--- config.mk ---
export PLATFORM = sky130hd
export DESIGN_NAME = mul_share_ctrl
export DESIGN_NICKNAME = d
export VERILOG_FILES = /design/src/rtl/mul_share_pkg.sv /design/src/rtl/rr_arbiter2.sv /design/src/rtl/mul_share_ctrl.sv
export SDC_FILE = /design/constraint.sdc
export NUM_CORES = 1
export LEC_CHECK = 0
export ABC_AREA = 1
export CORE_UTILIZATION = 38
export DETAILED_ROUTE_END_ITERATION = 8
export PLACE_DENSITY = 0.83
export RECOVER_POWER = 25
export SYNTH_ARGS = -nofsm -noshare
export SYNTH_HDL_FRONTEND = slang
export SYNTH_HIERARCHICAL = 1
export SYNTH_SLANG_ARGS = --single-unit
--- constraint.sdc ---
create_clock -name mac_clk_i -period 1.1 [get_ports mac_clk_i]
set_input_delay 0.11 -clock mac_clk_i [delete_from_list [all_inputs] [get_ports mac_clk_i]]
set_output_delay 0.11 -clock mac_clk_i [all_outputs]
set_load 0.05 [all_outputs]
--- src/rtl/mul_share_pkg.sv ---
// Shared definitions for the multiplier-sharing controller: FSM encoding,
// default widths and the timeout counter width helper.
package mul_share_pkg;

  localparam int WIDTH_DEF   = 5;
  localparam int TIMEOUT_DEF = 16;

  typedef enum logic [1:0] {
    ST_IDLE   = 2'd0,
    ST_LAUNCH = 2'd1,
    ST_RUN    = 2'd2,
    ST_RESP   = 2'd3
  } state_t;

  // Counter must hold TIMEOUT_CYCLES-1; never narrower than one bit.
  function automatic int cnt_width(input int cycles);
    return (cycles > 2) ? $clog2(cycles) : 1;
  endfunction

  localparam int TO_CNT_W_DEF = cnt_width(TIMEOUT_DEF);

endpackage

--- src/rtl/rr_arbiter2.sv ---
// Two-input round-robin grant. Purely combinational; the parent owns the
// pointer register and advances it when an operation retires.
module rr_arbiter2 (
  input  logic [1:0] valid,
  input  logic       ptr,
  output logic [1:0] grant
);

  // One-hot grant; the pointer only matters when both inputs request.
  always_comb begin
    grant = 2'b00;
    case (valid)
      2'b01:   grant = 2'b01;
      2'b10:   grant = 2'b10;
      2'b11:   grant = ptr ? 2'b10 : 2'b01;
      default: grant = 2'b00;
    endcase
  end

endmodule

--- src/rtl/mul_share_ctrl.sv ---
// Shares one sequential multiplier between two requesters: round-robin grant,
// operand latch, multiplier run sequencing, timeout abort and response port.
module mul_share_ctrl
  import mul_share_pkg::*;
#(
  parameter int TIMEOUT_CYCLES = TIMEOUT_DEF,
  parameter int WIDTH          = WIDTH_DEF
) (
  input  logic                 mac_clk_i,
  input  logic                 mac_reset_i,
  input  logic                 req0_valid_i,
  input  logic [WIDTH-1:0]     req0_a_i,
  input  logic [WIDTH-1:0]     req0_b_i,
  output logic                 req0_ready_o,
  input  logic                 req1_valid_i,
  input  logic [WIDTH-1:0]     req1_a_i,
  input  logic [WIDTH-1:0]     req1_b_i,
  output logic                 req1_ready_o,
  output logic                 rsp_valid_o,
  input  logic                 rsp_ready_i,
  output logic                 rsp_id_o,
  output logic [2*WIDTH-1:0]   rsp_product_o,
  output logic [WIDTH-1:0]     mul_multiplicand_o,
  output logic [WIDTH-1:0]     mul_multiplier_o,
  output logic                 mul_nreset_o,
  input  logic [2*WIDTH-1:0]   mul_result_i,
  input  logic                 mul_is_result_i,
  output logic                 timeout_o
);

  localparam int               CNT_W    = cnt_width(TIMEOUT_CYCLES);
  localparam logic [CNT_W-1:0] CNT_LAST = CNT_W'(TIMEOUT_CYCLES - 1);

  state_t               state_r;
  state_t               next_state_s;
  logic                 rr_ptr_r;
  logic                 id_r;
  logic [WIDTH-1:0]     a_r;
  logic [WIDTH-1:0]     b_r;
  logic [CNT_W-1:0]     cnt_r;
  logic                 rsp_valid_r;
  logic                 rsp_id_r;
  logic [2*WIDTH-1:0]   rsp_product_r;
  logic                 mul_nreset_r;

  logic [1:0]           grant_s;
  logic                 grant_any_s;
  logic                 capture_s;
  logic                 abort_s;
  logic                 rsp_fire_s;

  rr_arbiter2 u_arb (
    .valid ({req1_valid_i, req0_valid_i}),
    .ptr   (rr_ptr_r),
    .grant (grant_s)
  );

  // Event decode shared by the FSM and the datapath registers.
  always_comb begin
    grant_any_s = (state_r == ST_IDLE) && !mac_reset_i && (grant_s != 2'b00);
    capture_s   = (state_r == ST_RUN) && mul_is_result_i;
    abort_s     = (state_r == ST_RUN) && !mul_is_result_i && (cnt_r == CNT_LAST);
    rsp_fire_s  = (state_r == ST_RESP) && rsp_valid_r && rsp_ready_i;
  end

  // State register.
  always_ff @(posedge mac_clk_i) begin
    if (mac_reset_i) begin
      state_r <= ST_IDLE;
    end else begin
      state_r <= next_state_s;
    end
  end

  // Next-state logic.
  always_comb begin
    next_state_s = state_r;
    case (state_r)
      ST_IDLE: begin
        if (grant_any_s) begin
          next_state_s = ST_LAUNCH;
        end else begin
          next_state_s = ST_IDLE;
        end
      end
      ST_LAUNCH: next_state_s = ST_RUN;
      ST_RUN: begin
        if (capture_s) begin
          next_state_s = ST_RESP;
        end else if (abort_s) begin
          next_state_s = ST_IDLE;
        end else begin
          next_state_s = ST_RUN;
        end
      end
      ST_RESP: begin
        if (rsp_fire_s) begin
          next_state_s = ST_IDLE;
        end else begin
          next_state_s = ST_RESP;
        end
      end
      default: next_state_s = ST_IDLE;
    endcase
  end

  // Output logic: accept pulses and the abort pulse follow the current cycle.
  always_comb begin
    req0_ready_o = grant_any_s && grant_s[0];
    req1_ready_o = grant_any_s && grant_s[1];
    timeout_o    = abort_s && !mac_reset_i;
  end

  // Operand latch, run counter, response holding and round-robin pointer.
  always_ff @(posedge mac_clk_i) begin
    if (mac_reset_i) begin
      a_r           <= {WIDTH{1'b0}};
      b_r           <= {WIDTH{1'b0}};
      id_r          <= 1'b0;
      cnt_r         <= {CNT_W{1'b0}};
      rsp_valid_r   <= 1'b0;
      rsp_id_r      <= 1'b0;
      rsp_product_r <= {(2*WIDTH){1'b0}};
      rr_ptr_r      <= 1'b0;
      mul_nreset_r  <= 1'b0;
    end else begin
      if (grant_any_s) begin
        a_r  <= grant_s[1] ? req1_a_i : req0_a_i;
        b_r  <= grant_s[1] ? req1_b_i : req0_b_i;
        id_r <= grant_s[1];
      end

      if (state_r == ST_LAUNCH) begin
        cnt_r <= {CNT_W{1'b0}};
      end else if (state_r == ST_RUN) begin
        cnt_r <= cnt_r + CNT_W'(1);
      end

      if (capture_s) begin
        rsp_valid_r   <= 1'b1;
        rsp_id_r      <= id_r;
        rsp_product_r <= mul_result_i;
      end else if (rsp_fire_s) begin
        rsp_valid_r   <= 1'b0;
      end

      // An aborted operation still hands priority to the other requester.
      if (rsp_fire_s) begin
        rr_ptr_r <= ~rsp_id_r;
      end else if (abort_s) begin
        rr_ptr_r <= ~id_r;
      end

      mul_nreset_r <= (next_state_s == ST_LAUNCH) || (next_state_s == ST_RUN);
    end
  end

  assign rsp_valid_o        = rsp_valid_r;
  assign rsp_id_o           = rsp_id_r;
  assign rsp_product_o      = rsp_product_r;
  assign mul_multiplicand_o = a_r;
  assign mul_multiplier_o   = b_r;
  assign mul_nreset_o       = mul_nreset_r;

endmodule

==> key figures <==
Synthesis
  – FF+latch count, synth: 31
  – Mean Syn Cell Area: 7.088 µm²
  – Most frequent cell after synthesis: nand2_1
  – Post-Synthesis Cells: 203
  – Synth warn: 6
  – Register area share after synthesis: 0.4313
  – Yosys top cell area share: 0.4313
  – Post-synth ARST share: 0
  – Yosys top cell by area: dfxtp_1
  – Number of synthesized flops with an enable pin: 0
  – Post-Synthesis Net Count: 240
  – Ranking of synthesized cells by area: dfxtp_1 43%, nand2_1 15%, a21oi_1 9.7%, inv_1 6.0%, nand3_1 5.9%
  – Commonest cells post-synth: 59 x nand2_1, 31 x dfxtp_1, 28 x a21oi_1
  – Netlist cell types: 23
  – Predominant post-synthesis flop cell: dfxtp_1
  – Syn Std Cell Area: 1439 µm²

Global routing
  – Vias in the first global route: around 1700
  – GRT Total Usage: 0.2528
  – First-pass GRT wire length: roughly 7800 µm
  – Grt ovf: 0
  – Initial antenna violation count: 0
  – Pin count of the biggest net entering global routing: 21

Worst setup path
  – Arrival time at the worst endpoint: 1.36 ns
  – Element type at the critical path end: primary output
  – Critical-path maximum fanout: 3
  – Crit-path cells: nand2_2 > nand2_2 > inv_2 > nand2_2 > nand3_2 > buf_6 > nor2_4 > buf_12
  – Crit path buffers/inverters: 3
  – Startpoint types: flop
  – Slowest library cell on the worst path: dfxtp_4
  – Max stage delay on crit path: 0.38 ns
  – Most used cell, CP: nand2_2
  – Crit path max-delay family: flip-flops
  – Crit Path Category: flop to primary output
  – Crit path required time: ~0.99 ns
  – Worst R2R Setup Slack: -0.32 ns

CTS
  – Clock slew at reported path FFs: around 0.070 ns
  – Cts hold-fix bufs: 0
  – Root Driver: clkbuf_8
  – Clk buf depth: 2
  – CTS H-tree depth: 2
  – Clock latency reported for the late side of the worst-skew pair: a little under 0.3 ns
  – CTS tree: done
  – TritonCTS Sinks: 31
  – Total CTS buffers: 5

Floorplan
  – Chip Height: roughly 64 µm
  – Die ar.: 4037 µm²
  – IO Pins: 62
  – Number of core rows: 21
  – Initial Util: 0.4149
  – Core ar.: 3468 µm²
  – Die Width: 63.54 µm

Timing
  – Slew Limit Fails: 0
  – Rel. slew slack: 0.7969
  – Fin crit share: 1.334
  – Slew @ Worst Pin: between 0.3 and 0.4 ns
  – Setup Skew: around 0.006 ns
  – Setup total negative slack: -4.811 ns
  – Endpoints failing setup: 18
  – Final hold violation count: 0
  – RSZ-0062 raised after global routing: true
  – Fmax: between 600 and 700 MHz
  – Minimum clock period: 1.468 ns
  – Setup WS post-layout: -0.3676 ns
  – Min Hold Slack: 0.4066 ns

Route
  – Antenna-violating nets left: 0
  – Avg WL per Cell: 15.87 µm
  – First drt pass iteration count: 4
  – Post-route DRC: 0
  – Detailed Route Iter0 Violations: 88
  – DR vias/cell: approximately 5.1
  – Post-Route WL: 5363 µm
  – DR vias: between 1500 and 2000

Power and ir drop
  – Pwr dens: 1227 nW/µm²
  – Maximum VDD drop: just over 1 mV
  – Total Power: 0.003422 W
  – Leak: 1.199 nW

Final layout
  – # diodes: 0
  – Nets: 328
  – Layout area overhead: 93.83%
  – Final core occ: 0.8041
  – Layout Cells excl Fill: approximately 340
  – Share of cells above drive strength 1: 0.3596

Min path
  – Worst hold-check path type: input pin to flop

Place
  – Placed cell count: 320
  – Dpl hpwl: 3056 µm
  – PortBufs: 61
  – Routability cong.: between 0.8 and 0.9

Job
  – Max-cap violations: 0

Run status
  – Failing checks: negative setup slack
  – Status: complete, but fails checks
[worst paths after layout]
path / startpoint / to / cells after the start
min: mul_result_i[1] / rsp_product_o[1] / 3
min reg2reg: mul_multiplier_o[1] / mul_multiplier_o[1] / 2
max: rr_ptr_r / req0_ready_o / 8
max reg2reg: rr_ptr_r / mul_nreset_o / 11
[kinds of logic (layout without fill, tap and decap cells)]
| kind of cell | count (synthesis) | in the layout | share of synthesized area |
|---|---|---|---|
| buf+inv | 36 | 125 | 0.1243 |
| xor+xnor | 2 | 2 | 0.01218 |
| fa+ha+maj | 1 | 1 | 0.008694 |
| simple gates | 91 | 91 | 0.2748 |
| flops | 31 | 31 | 0.4313 |
| compound gates | 42 | 42 | 0.1487 |
[cell usage in the layout, fill, tap and decap left out, drive strengths merged]
| master | synthesis | routed |
|---|---|---|
| a21oi | 29 | 29 |
| buf | 9 | 49 |
| bufinv | 0 | 1 |
| clkbuf | 1 | 13 |
| clkdlybuf4s50 | 0 | 34 |
| clkinv | 0 | 1 |
| dfxtp | 31 | 31 |
| dlygate4sd2 | 0 | 1 |
| ha | 1 | 1 |
| inv | 26 | 26 |
| nand2 | 61 | 61 |
| nand3 | 18 | 18 |
| nand4 | 1 | 1 |
| nor2 | 11 | 11 |
| o21ai | 13 | 13 |
| xnor2 | 1 | 1 |
| xor2 | 1 | 1 |
[worst reg2reg max path, cell delays in order (launching register included)]
cell,delay [ns]
dfxtp_4,0.38
nand2_2,0.05
nand2_2,0.09
inv_2,0.05
nand2_2,0.06
nand3_2,0.07
buf_4,0.14
buf_6,0.13
buf_4,0.15
nand3_1,0.08
nor2_1,0.05
nor2_1,0.09
[registers in the layout, indices dropped and copies added, names as in the netlist]
| register | cells |
|---|---|
| rsp_id_o | 1 |
| rsp_product_o | 10 |
| state_r | 2 |
| mul_nreset_o | 1 |
| rr_ptr_r | 1 |
| id_r | 1 |
| rsp_valid_o | 1 |
| mul_multiplicand_o | 5 |
| mul_multiplier_o | 5 |
| cnt_r | 4 |
[per-layer routing]
| metal | vias up | share of wire | track usage |
|---|---|---|---|
| met2 | 62 | 0.54 | 0.4681 |
| met4 | 0 | 0.039 | 0.1648 |
| met1 | 829 | 0.38 | 0.2536 |
| li1 | 820 | - | - |
| met5 | - | 0 | 0 |
| met3 | 21 | 0.037 | 0.04710 |
[final cells by class]
cell class	count	area [µm²]
tap	46	57.56
timing repair buffer	91	1099
fill	193	679.4
inverter	26	105.1
multi-input combinational	136	780.7
sequential	31	629.4
clock inverter	2	35.03
clock buffer	6	82.58
[metrics by stage]
step	cell area [µm²]	worst slack, ns
floorplan	1478	-0.1574
global placement	2492	-0.3321
detailed placement	2492	-0.4772
CTS	2781	-0.3371
global route	2789	-0.4332
finish	2789	-0.3676
[power by group]
part | internal [W] | switching (W) | leakage (nW)
Combinational | 0.000480 | 0.000534 | 0.882
Sequential | 0.00119 | 0.0000621 | 0.255
Clock | 0.000732 | 0.000424 | 0.0612
[what timing repair did]
action	in CTS	in global routing
pin swaps	13	4
hold endpoints to repair	0	0
cloned	0	2
resized for setup	44	8
endpoints found under the setup margin	18	25
setup buffers	8	2
(Power assumes the default switching activity.)
